==> src/rtl/sync_fifo_param.sv <==
// sync_fifo_param: single-clock FIFO with configurable width and depth.
// Provides an occupancy count, almost-full/almost-empty thresholds and
// registered overflow/underflow pulses. Read data is either registered
// (FWFT = 0) or first-word-fall-through (FWFT = 1).
module sync_fifo_param #(
    parameter int DATA_WIDTH = 8,
    parameter int DEPTH      = 8,
    parameter int AF_THRESH  = DEPTH - 1,
    parameter int AE_THRESH  = 1,
    parameter int FWFT       = 0
) (
    input  logic                       clk,
    input  logic                       reset_n,
    input  logic                       write_en,
    input  logic                       read_en,
    input  logic [DATA_WIDTH-1:0]      data_in,
    output logic [DATA_WIDTH-1:0]      data_out,
    output logic                       full,
    output logic                       empty,
    output logic                       almost_full,
    output logic                       almost_empty,
    output logic [$clog2(DEPTH):0]     count,
    output logic                       overflow,
    output logic                       underflow
);

    localparam int AW = $clog2(DEPTH);
    localparam int CW = AW + 1;

    logic [DATA_WIDTH-1:0] mem_q [DEPTH];
    logic [AW-1:0]         wr_ptr_q, wr_ptr_d;
    logic [AW-1:0]         rd_ptr_q, rd_ptr_d;
    logic [CW-1:0]         count_q,  count_d;
    logic                  overflow_q, underflow_q;
    logic                  wr_acc, rd_acc;

    // Flags come from the registered count only, so they never depend
    // combinationally on the request inputs.
    assign full         = (count_q == CW'(DEPTH));
    assign empty        = (count_q == '0);
    assign almost_full  = (count_q >= CW'(AF_THRESH));
    assign almost_empty = (count_q <= CW'(AE_THRESH));
    assign count        = count_q;
    assign overflow     = overflow_q;
    assign underflow    = underflow_q;

    assign wr_acc = write_en & ~full;
    assign rd_acc = read_en & ~empty;

    // Next-state for pointers and occupancy.
    always_comb begin
        wr_ptr_d = wr_ptr_q;
        rd_ptr_d = rd_ptr_q;
        count_d  = count_q;
        if (wr_acc) begin
            wr_ptr_d = wr_ptr_q + AW'(1);
        end
        if (rd_acc) begin
            rd_ptr_d = rd_ptr_q + AW'(1);
        end
        if (wr_acc && !rd_acc) begin
            count_d = count_q + CW'(1);
        end else if (rd_acc && !wr_acc) begin
            count_d = count_q - CW'(1);
        end
    end

    // Pointer, count and error-pulse registers.
    always_ff @(posedge clk or negedge reset_n) begin
        if (!reset_n) begin
            wr_ptr_q    <= '0;
            rd_ptr_q    <= '0;
            count_q     <= '0;
            overflow_q  <= 1'b0;
            underflow_q <= 1'b0;
        end else begin
            wr_ptr_q    <= wr_ptr_d;
            rd_ptr_q    <= rd_ptr_d;
            count_q     <= count_d;
            overflow_q  <= write_en & full;
            underflow_q <= read_en & empty;
        end
    end

    // Storage array; contents survive reset, but writes are blocked while
    // reset is held so a write coinciding with reset has no effect.
    always_ff @(posedge clk) begin
        if (reset_n && wr_acc) begin
            mem_q[wr_ptr_q] <= data_in;
        end
    end

    generate
        if (FWFT != 0) begin : g_fwft
            assign data_out = mem_q[rd_ptr_q];
        end else begin : g_reg
            logic [DATA_WIDTH-1:0] rdata_q;

            // Registered read port: loads the head word only on an accepted read.
            always_ff @(posedge clk or negedge reset_n) begin
                if (!reset_n) begin
                    rdata_q <= '0;
                end else if (rd_acc) begin
                    rdata_q <= mem_q[rd_ptr_q];
                end
            end

            assign data_out = rdata_q;
        end
    endgenerate

endmodule

==> config.mk <==
export PLATFORM = sky130hd
export DESIGN_NAME = sync_fifo_param
export DESIGN_NICKNAME = d
export VERILOG_FILES = /design/src/rtl/sync_fifo_param.sv
export SDC_FILE = /design/constraint.sdc
export NUM_CORES = 1
export LEC_CHECK = 0
export ABC_AREA = 0
export BUFFER_PORTS_ARGS = -buffer_cell sky130_fd_sc_hd__buf_2
export CAP_MARGIN = 20
export CORE_MARGIN = 5
export CORE_UTILIZATION = 50
export DETAILED_ROUTE_END_ITERATION = 8
export GPL_TIMING_DRIVEN = 0
export PLACE_DENSITY = 0.67
export SETUP_SLACK_MARGIN = 0.3
export SLEW_MARGIN = 20
export SYNTH_ARGS = -nofsm -noshare
export SYNTH_HDL_FRONTEND = slang
export SYNTH_SLANG_ARGS = --single-unit
==> constraint.sdc <==
create_clock -name clk -period 2.5 [get_ports clk]
set_clock_uncertainty 0.05 [all_clocks]
set_input_delay 0.5 -clock clk [delete_from_list [all_inputs] [get_ports clk]]
set_output_delay 0.5 -clock clk [all_outputs]
set_load 0.05 [all_outputs]
# Yosys cells after proc, flatten, opt, wreduce, memory -nomap -nowiden
# Memories as Yosys holds them, arrays and structs flattened. A register that Yosys moved wholly into a read port is not among the register bits.
# Cells that the tools add are included.
totals:
  ff_bits: 12
  mem_bits_rw: 64
  in_bits: 12
  out_inout_bits: 18
  elab_cells: 31
  mem_count: 1
op_classes:
  add_sub_neg: 4
  magnitude_cmp: 2
  n_eq_ne: 1
  muxes: 4
  bitwise_logic: 6
  reduce_logical: 8
memory_table:
  columns: ["memory", "words", "word_bits", "read_ports", "rd_ports_with_merged_regs", "wr", "line_no", "text"]
  rows:
  - ["mem_q", 8, 8, 1, 1, 1, "30", "logic [DATA_WIDTH-1:0] mem_q [DEPTH];"]
op_table:
  columns: ["cell", "n"]
  rows:
  - ["4-bit 2-to-1 mux", 2]
  - ["3-bit by 1-bit adder with 3-bit output, second input constant", 2]
  - ["4-bit by 1-bit adder with 4-bit output, second input constant", 1]
  - ["1-bit bitwise AND", 4]
  - ["4-bit == test, second input constant", 1]
  - ["4-bit by 3-bit >= comparator with 1-bit output, second input constant", 1]
  - ["4-bit by 1-bit <= comparator with 1-bit output, second input constant", 1]
  - ["4-bit zero test", 1]
  - ["4-bit by 1-bit subtractor with 4-bit output, second input constant", 1]
  - ["1-bit logical AND", 3]
  - ["1-bit zero test", 3]
  - ["1-bit 2-to-1 mux", 2]
  - ["1-bit NOT", 2]
  - ["2-bit nonzero test", 1]

# Logic depth before layout (Yosys ltp)
# Gate-level depths: netlist of run 1.
logic_depth:
  ltp_word: 7
  mapped_depth: 9

# Worst setup path before layout of run 1
# OpenSTA, ideal clock, no wires.
synth_timing:
  kind: "register -> register"
  startpoint: "reg count_q[0] (netlist: count[0])"
  endpoint: "reg count_q[3] (netlist: count[3])"
  t_arrival_ns: 2.565
  t_required_ns: 2.367
  slack_ns: -0.198
  path_stages_with_launch: 10
  n_path_buf: 1
  period_less_slack_ns: 2.698
  cell_sequence: "dfrtp_1 inv_1 ha_1 nor3b_1 nand2b_1 buf_2 ha_1 or4_1 a21oi_2 xor2_1"
synth_between:
  elab_chain_cells: 6
synth_lines:
  columns: ["element", "line_no", "text"]
  rows:
  - ["start: declaration", "33", "logic [CW-1:0] count_q, count_d;"]
  - ["start signal: assignment", "79", "count_q <= count_d;"]
  - ["parallel branches: the longest is 6 deep, another holds 4-bit by 1-bit subtractor with 4-bit output", null, null]
# Parallel ways; which one is timed is not known. The select of a mux whose other input is x is not followed.
# A chain may end at the register's enable or synchronous reset.

# Final worst setup path of run 1
layout_timing:
  startpoint: "reg count_q[1] (netlist: count[1])"
  endpoint: "out full"
layout_between:
  elab_chain_cells: 1
layout_lines:
  columns: ["element", "line_no", "text"]
  rows:
  - ["4-bit == test", "39", "assign full = (count_q == CW'(DEPTH));"]
  - ["end: declaration", "18", "output logic full,"]
# Every way passes these cells.

==> results of run 1 <==
## cell families (layout without fill, tap and decap cells)
kind of cell / Yosys count / after routing
xor+xnor: 8 / 8
buf+inv: 13 / 62
compound gates: 35 / 35
fa+ha+maj: 7 / 7
flops: 84 / 84
mux: 35 / 35
simple gates: 32 / 32
## metrics by stage
step                cell area (µm²)  cells  hold WS [ps]  utilization [%]  TNS, ps
floorplan                      3458    214         154.4                -        0
global placement               3704    323         446.2            54.81    -5702
detailed placement             3721    324         448.0            55.07    -1670
CTS                            3955    342         83.72            58.54        0
global route                   3989    343         101.1            59.04        0
finish                         3989    343         79.49            59.04        0
## path summary, 6_finish.rpt
path                                to  depth (start not counted)  slack [ps]
max                               full                          6         290
min                           count[3]                          1          80
max reg2reg                   count[3]                          9         300
min reg2reg                data_out[3]                          2         450
max in group asynchronous     count[0]                          1        1930
min in group clk              overflow                          2         370
## per-layer routing
layer,global-route usage (%),vias up,routed length [µm]
met1,21.39,961,2936
li1,-,908,-
met3,3.574,14,397
met2,27.23,67,3212
met5,0,-,0
met4,8.547,0,149
## area by class of cell
class | instances | share of cell area, %
multi-input cells | 117 | 25.38
repair buffers | 33 | 4.454
plain buffers | 8 | 1.757
clock inverters | 5 | 1.349
flip-flops and latches | 84 | 60.79
inverters | 5 | 0.4705
clock buffers | 11 | 3.294
well taps | 80 | 2.509
## power by group through the flow
| stage | sequential (mW) | combinational (mW) | clock (mW) |
|---|---|---|---|
| after CTS | 1.92 | 1.93 | 0.919 |
| after global routing | 1.96 | 2.08 | 0.983 |
| after detailed placement | 1.96 | 1.85 | 0 |
| after global placement | 1.95 | 1.83 | 0 |
| final | 1.93 | 1.94 | 0.905 |
| after floorplan | 2.29 | 1.06 | 0 |
## sequential cells by signal (all words and copies together) (netlist names)
register and flops:
wr_ptr_q 3, underflow 1, rd_ptr_q 3, mem_q 64, overflow 1, count 4, data_out 8
## Yosys cell counts
cell	instances
mux2_2	18
buf_4	2
buf_6	2
nand3_1	3
edfxtp_1	64
nor3b_1	1
nand3b_1	3
buf_1	1
nor2b_1	1
a22o_1	8
ha_1	7
clkbuf_1	2
nand2_1	5
nand2b_1	2
a21o_1	1
and2_1	2
xor2_1	3
xnor2_1	5
nor3_1	5
mux2i_1	17
o21ai_0	9
buf_2	1
a21oi_2	1
inv_1	5
dfrtp_1	20
or4_1	1
nand4_1	1
o31ai_1	8
o22ai_1	8
nor2_1	7
or3b_2	1
## cell usage in the layout, fill, tap and decap left out, types with 3 or more instances in the layout
| cell | instances |
|---|---|
| xnor2_1 | 5 |
| o22ai_1 | 8 |
| clkbuf_1 | 3 |
| inv_1 | 3 |
| dfrtp_1 | 18 |
| buf_2 | 28 |
| nand3b_1 | 3 |
| nor2_2 | 4 |
| nand2_1 | 4 |
| buf_4 | 7 |
| clkbuf_8 | 10 |
| o31ai_1 | 8 |
| edfxtp_1 | 64 |
| nand3_1 | 3 |
| a22o_1 | 8 |
| buf_6 | 3 |
| mux2i_1 | 17 |
| nor3_4 | 3 |
| xor2_1 | 3 |
| nor2_1 | 3 |
| ha_1 | 6 |
| o21ai_0 | 9 |
| mux2_2 | 18 |
## timing repair
item / 4_1_cts / 5_1_grt
resized for setup: 9 / 6
setup buffers: 2 / 1
setup endpoints to repair: 59 / 42
==> impl_metrics.toml, run 1 <==
[status]
run_status = "finished clean"

[cts]
postCtsHoldBufs = 0
cts_buffers = 9
clkLatencyLatePin_ps = 350
clockBufferDepth = 2
cts.sink_count = 84
cts.reportedPaths.clkPinSlew_ps = 80
cts-root-buf = "clkbuf_8"
ctsHtreeMaxLevel = 3
cts_tree = "done"

[die]
row_count = 30
core_region_area_mm2 = 0.006756
design.die.area_mm2 = 0.008629
initial_core_util_pct = 50.85
die_width_um = 92.90
die_h_um = 92.90
boundaryPins = 30

[global_routing]
first_global_vias = 1982
grt_util_all_layers_pct = 16.84
number_of_antenna_violations_at_the_first_check_in_global_routing = 0
global_route_wire_length_before_repair_um = 10490
grt_max_degree = 25
grt_overflow = 0

[logic_synthesis]
synth_area_leaders = "edfxtp_1, dfrtp_1, mux2_2, mux2i_1, ha_1"
cell_area_synth_mm2 = 0.003436
synth_sequential_area_ratio_pct = 70.50
synth_top_area_share_pct = 55.94
ys_seq_elements = 84
yosys_warnings = 0
synth_top_family_by_area = "multiplexers"
synthesized_area_fraction_occupied_by_ao_oa_aoi_and_oai_cells_pct = 7.028
synth_simple_gate_area_share_pct = 4.916
synth_fa_ha_area_share_pct = 2.549
synthesis.nets = 233
yosys.area_share.xor_xnor_pct = 2.039
multiplexer_share_of_the_synthesized_area_pct = 10.85
netlist.top_cell.by_area = "edfxtp_1"
post_synth.cell_area_avg_um2 = 16.06
syn_inst = 214
netlist-cell-type-count = 31

[timing]
rsz0062_at_grt = "yes"
finalMaxSlewViolations = 0
worst_pin_slew_ps = 691.4
setup_viol = 0
finalHoldViolations = 0
fin_ws_ps = 288.7
worst_rel_slew_slack_pct = 53.74
post-route-period-util_pct = 88.45
final.min_clock_period_ps = 2211
max_clock_freq_ghz = 0.4522

[power_and_ir_drop]
vdd.ir_drop.worst_v = 0.0006663
p_per_area_mw_per_mm2 = 1197
net_switching_share_of_the_total_power_pct = 38.94
cell_internal_pwr_mw = 2.915
share_seq_of_total_power_pct = 40.4
totalPowerFinal_mw = 4.775
share_clk_of_total_power_pct = 18.9
power_switching_mw = 1.860
power_frac_comb_pct = 40.7
leakage_nw = 1.509

[setup_path]
setup.worst_path.class = "flop to primary output"
worst-endpoint-required_ps = 1950
cpMaxStageDelayCell = "dfrtp_2"
crit_chain = "inv_2 -> ha_1 -> nand3b_1 -> buf_4 -> inv_1 -> buf_2"
arrival_ps = 1660
cp_top_family = "buffers and inverters"
worstReg2RegStart = "count[0]"
timing.critical_path.buf_inv = 4
critical_path.startpoint_type = "flop"
max_stage_delay_ps = 420
critPathLaunch = "count[1]"
crit_path_end_kind = "primary output"
critPathMaxFanout = 4

[routing]
initialDrtViolationCount = 113
vias = 1950
detail-route-antenna-nets = 0
drt_pass1_iterations = 4
avgRoutedWirePerCell_um = 19.52
route.final.wire_length_um = 6695
post_drt_via_cell_ratio = 5.685
drt_drc_violations_left = 0

[finish]
layout.nets = 277
layout-drive-gt1-share_pct = 33.84
area_of_the_multi_input_gates_mm2 = 0.001012
fillCellCount = 522
syn2layout_area_growth_pct = 16.10
sequential_cell_area_mm2 = 0.002425
num_antenna_cells = 0

[min_path]
worst_hold_path_type = "input pin to asynchronous set/reset pin"

[placement]
place_hpwl_um = 4353
port_buffers = 29
gp_congestion = 0.7694
preCtsSetupSlack_ps = -126.3

[job]
maxCapViolCount = 0
(Power assumes the default switching activity.)
==> run 2: changes to the inputs <==
--- a/config.mk
+++ b/config.mk
@@ -12,7 +12,7 @@
 export CORE_UTILIZATION = 50
 export DETAILED_ROUTE_END_ITERATION = 8
 export GPL_TIMING_DRIVEN = 0
-export PLACE_DENSITY = 0.67
+export PLACE_DENSITY = 0.75
 export SETUP_SLACK_MARGIN = 0.3
 export SLEW_MARGIN = 20
 export SYNTH_ARGS = -nofsm -noshare
==> run 2 against run 1 <==
Die area did not move. Clock power increased by 17%. Fmax increased by 2.5%. First-iteration DRC count up 3.5%. Core utilization rose by 0.94 points. Final cell count stayed put. Critical endpoint is now mem_q[5][3]. Largest cell class unchanged. Highest routed layer unchanged.
==> impl_metrics.toml, run 2 (synthesized netlist as in run 1, its figures left out) <==
[finish]
final_cell_area_mm2 = 0.004053
instances_no_fill = 343
largest_reg_flops = 64
layout_commonest_cell = "edfxtp_1"
syn2layout_area_growth_pct = 17.95
mostFrequentLayoutCells = "edfxtp_1, buf_2, mux2_2"
regMostFlops = "mem_q"
num_antenna_cells = 0
layout-drive-gt1-share_pct = 36.12
layout.nets = 277

[placement]
numPlacedInstances = 323
post_dp_cell_area_mm2 = 0.003714
gp_congestion = 0.7415
port_buffers = 29
place_hpwl_um = 4412

[routing]
drt_drc_violations_left = 0
drt_pass1_iterations = 5
vias = 1949
initialDrtViolationCount = 117
post_drt_via_cell_ratio = 5.682
route.final.wire_length_um = 6719
avgRoutedWirePerCell_um = 19.59
detail-route-antenna-nets = 0

[setup_path]
critPathMaxFanout = 8
cpMaxStageDelayCell = "nor3_2"
timing.critical_path.buf_inv = 1
arrival_ps = 2090
cp_top_family = "simple AND/OR/NAND/NOR gates"
crit_chain = "inv_2 -> ha_4 -> nand3b_1 -> nand3_1 -> nor3_2"
critical_path.startpoint_type = "flop"
crit_path_end_kind = "flop"
worst-endpoint-required_ps = 2440
max_stage_delay_ps = 730
setup.worst_path.class = "flop to flop"

[die]
design.die.area_mm2 = 0.008629
core_region_area_mm2 = 0.006756
row_count = 30
initial_core_util_pct = 50.85
boundaryPins = 30
die_width_um = 92.90
die_h_um = 92.90

[power_and_ir_drop]
net_switching_share_of_the_total_power_pct = 38.39
leakage_nw = 1.518
power_switching_mw = 1.911
share_clk_of_total_power_pct = 21.3
p_per_area_mw_per_mm2 = 1228
power_frac_comb_pct = 39.9
share_seq_of_total_power_pct = 38.8
vdd.ir_drop.worst_v = 0.0004895
cell_internal_pwr_mw = 3.066
totalPowerFinal_mw = 4.976

[timing]
finalMaxSlewViolations = 0
final.min_clock_period_ps = 2157
finalHoldViolations = 0
rsz0062_at_grt = "yes"
post-route-period-util_pct = 86.28
max_clock_freq_ghz = 0.4636
worst_pin_slew_ps = 848.5
worst_rel_slew_slack_pct = 43.22
timing.setup.tns_ps = 0
setup_viol = 0

[cts]
cts-root-buf = "clkbuf_8"
cts.reportedPaths.clkPinSlew_ps = 80
clkLatencyLatePin_ps = 350
cts.sink_count = 84
ctsHtreeMaxLevel = 3
postCtsHoldBufs = 0
cts_tree = "done"
cts_buffers = 9
clockBufferDepth = 2

[global_routing]
global_route_wire_length_before_repair_um = 10610
first_global_vias = 2062
grt_overflow = 0
grt_max_degree = 25
number_of_antenna_violations_at_the_first_check_in_global_routing = 0
grt_util_all_layers_pct = 16.87

[job]
maxCapViolCount = 0

[status]
run_status = "finished clean"

[min_path]
worst_hold_path_type = "input pin to asynchronous set/reset pin"
[run 2: changes by cell type in the layout (fill, tap and decap cells not counted), sizes merged]
cell	before	now
clkinvlp	2	3
clkbuf	13	11
inv	5	6
clkinv	2	1
bufinv	1	2
[run 2: worst paths after layout]
check                             from  slack [ps]  depth (start not counted)           to
max reg2reg                   count[1]         340                          5  mem_q[5][3]
max                           count[1]         340                          5  mem_q[5][3]
max in group asynchronous      reset_n        1960                          1     count[0]
min in group clk            data_in[7]         370                          1  mem_q[2][7]
min reg2reg                data_out[2]         450                          2  data_out[2]
min                            reset_n          70                          1    underflow
[run 2: stage by stage]
stage          utilization, %  hold WS, ps  setup slack [ps]
2_1_floorplan               -        154.4             96.09
3_3_place_gp            54.81        440.4            -217.4
3_5_place_dp            54.96        446.9            -73.79
4_1_cts                 59.07        66.73             295.9
5_1_grt                 59.98        80.62             230.3
6_report                59.98        65.96             343.0
[run 2: area by class of cell]
cell class	instances	area (µm²)
Inverter	5	18.77
Sequential cell	84	2426
Clock buffer	9	123.9
Multi-Input combinational cell	117	1023
Tap cell	80	100.1
Fill cell	517	2704
Timing Repair Buffer	33	181.4
Buffer	8	78.83
Clock inverter	7	100.1
[run 2: what timing repair did]
action | 4_1_cts | 5_1_grt
pin swaps | 0 | 2
hold endpoints to repair | 0 | 0
buffers inserted | 2 | 2
endpoints found under the setup margin | 49 | 51
cloned | 0 | 0
gates resized for setup | 9 | 12
[run 2: per-layer routing]
metal | vias up | track usage, % | wire length [µm]
met1 | 967 | 20.74 | 2896
li1 | 907 | - | -
met5 | - | 0 | 0
met2 | 64 | 27.59 | 3343
met4 | 0 | 5.739 | 103
met3 | 11 | 6.093 | 374
[run 2: power groups by stage]
stage / logic, mW / clock network [mW] / registers (mW)
final: 1.99 / 1.06 / 1.93
after global routing: 2.12 / 1.16 / 1.96
after CTS: 1.93 / 1.08 / 1.93
after detailed placement: 1.84 / 0 / 1.97
after global placement: 1.81 / 0 / 1.95
after floorplan: 1.06 / 0 / 2.29
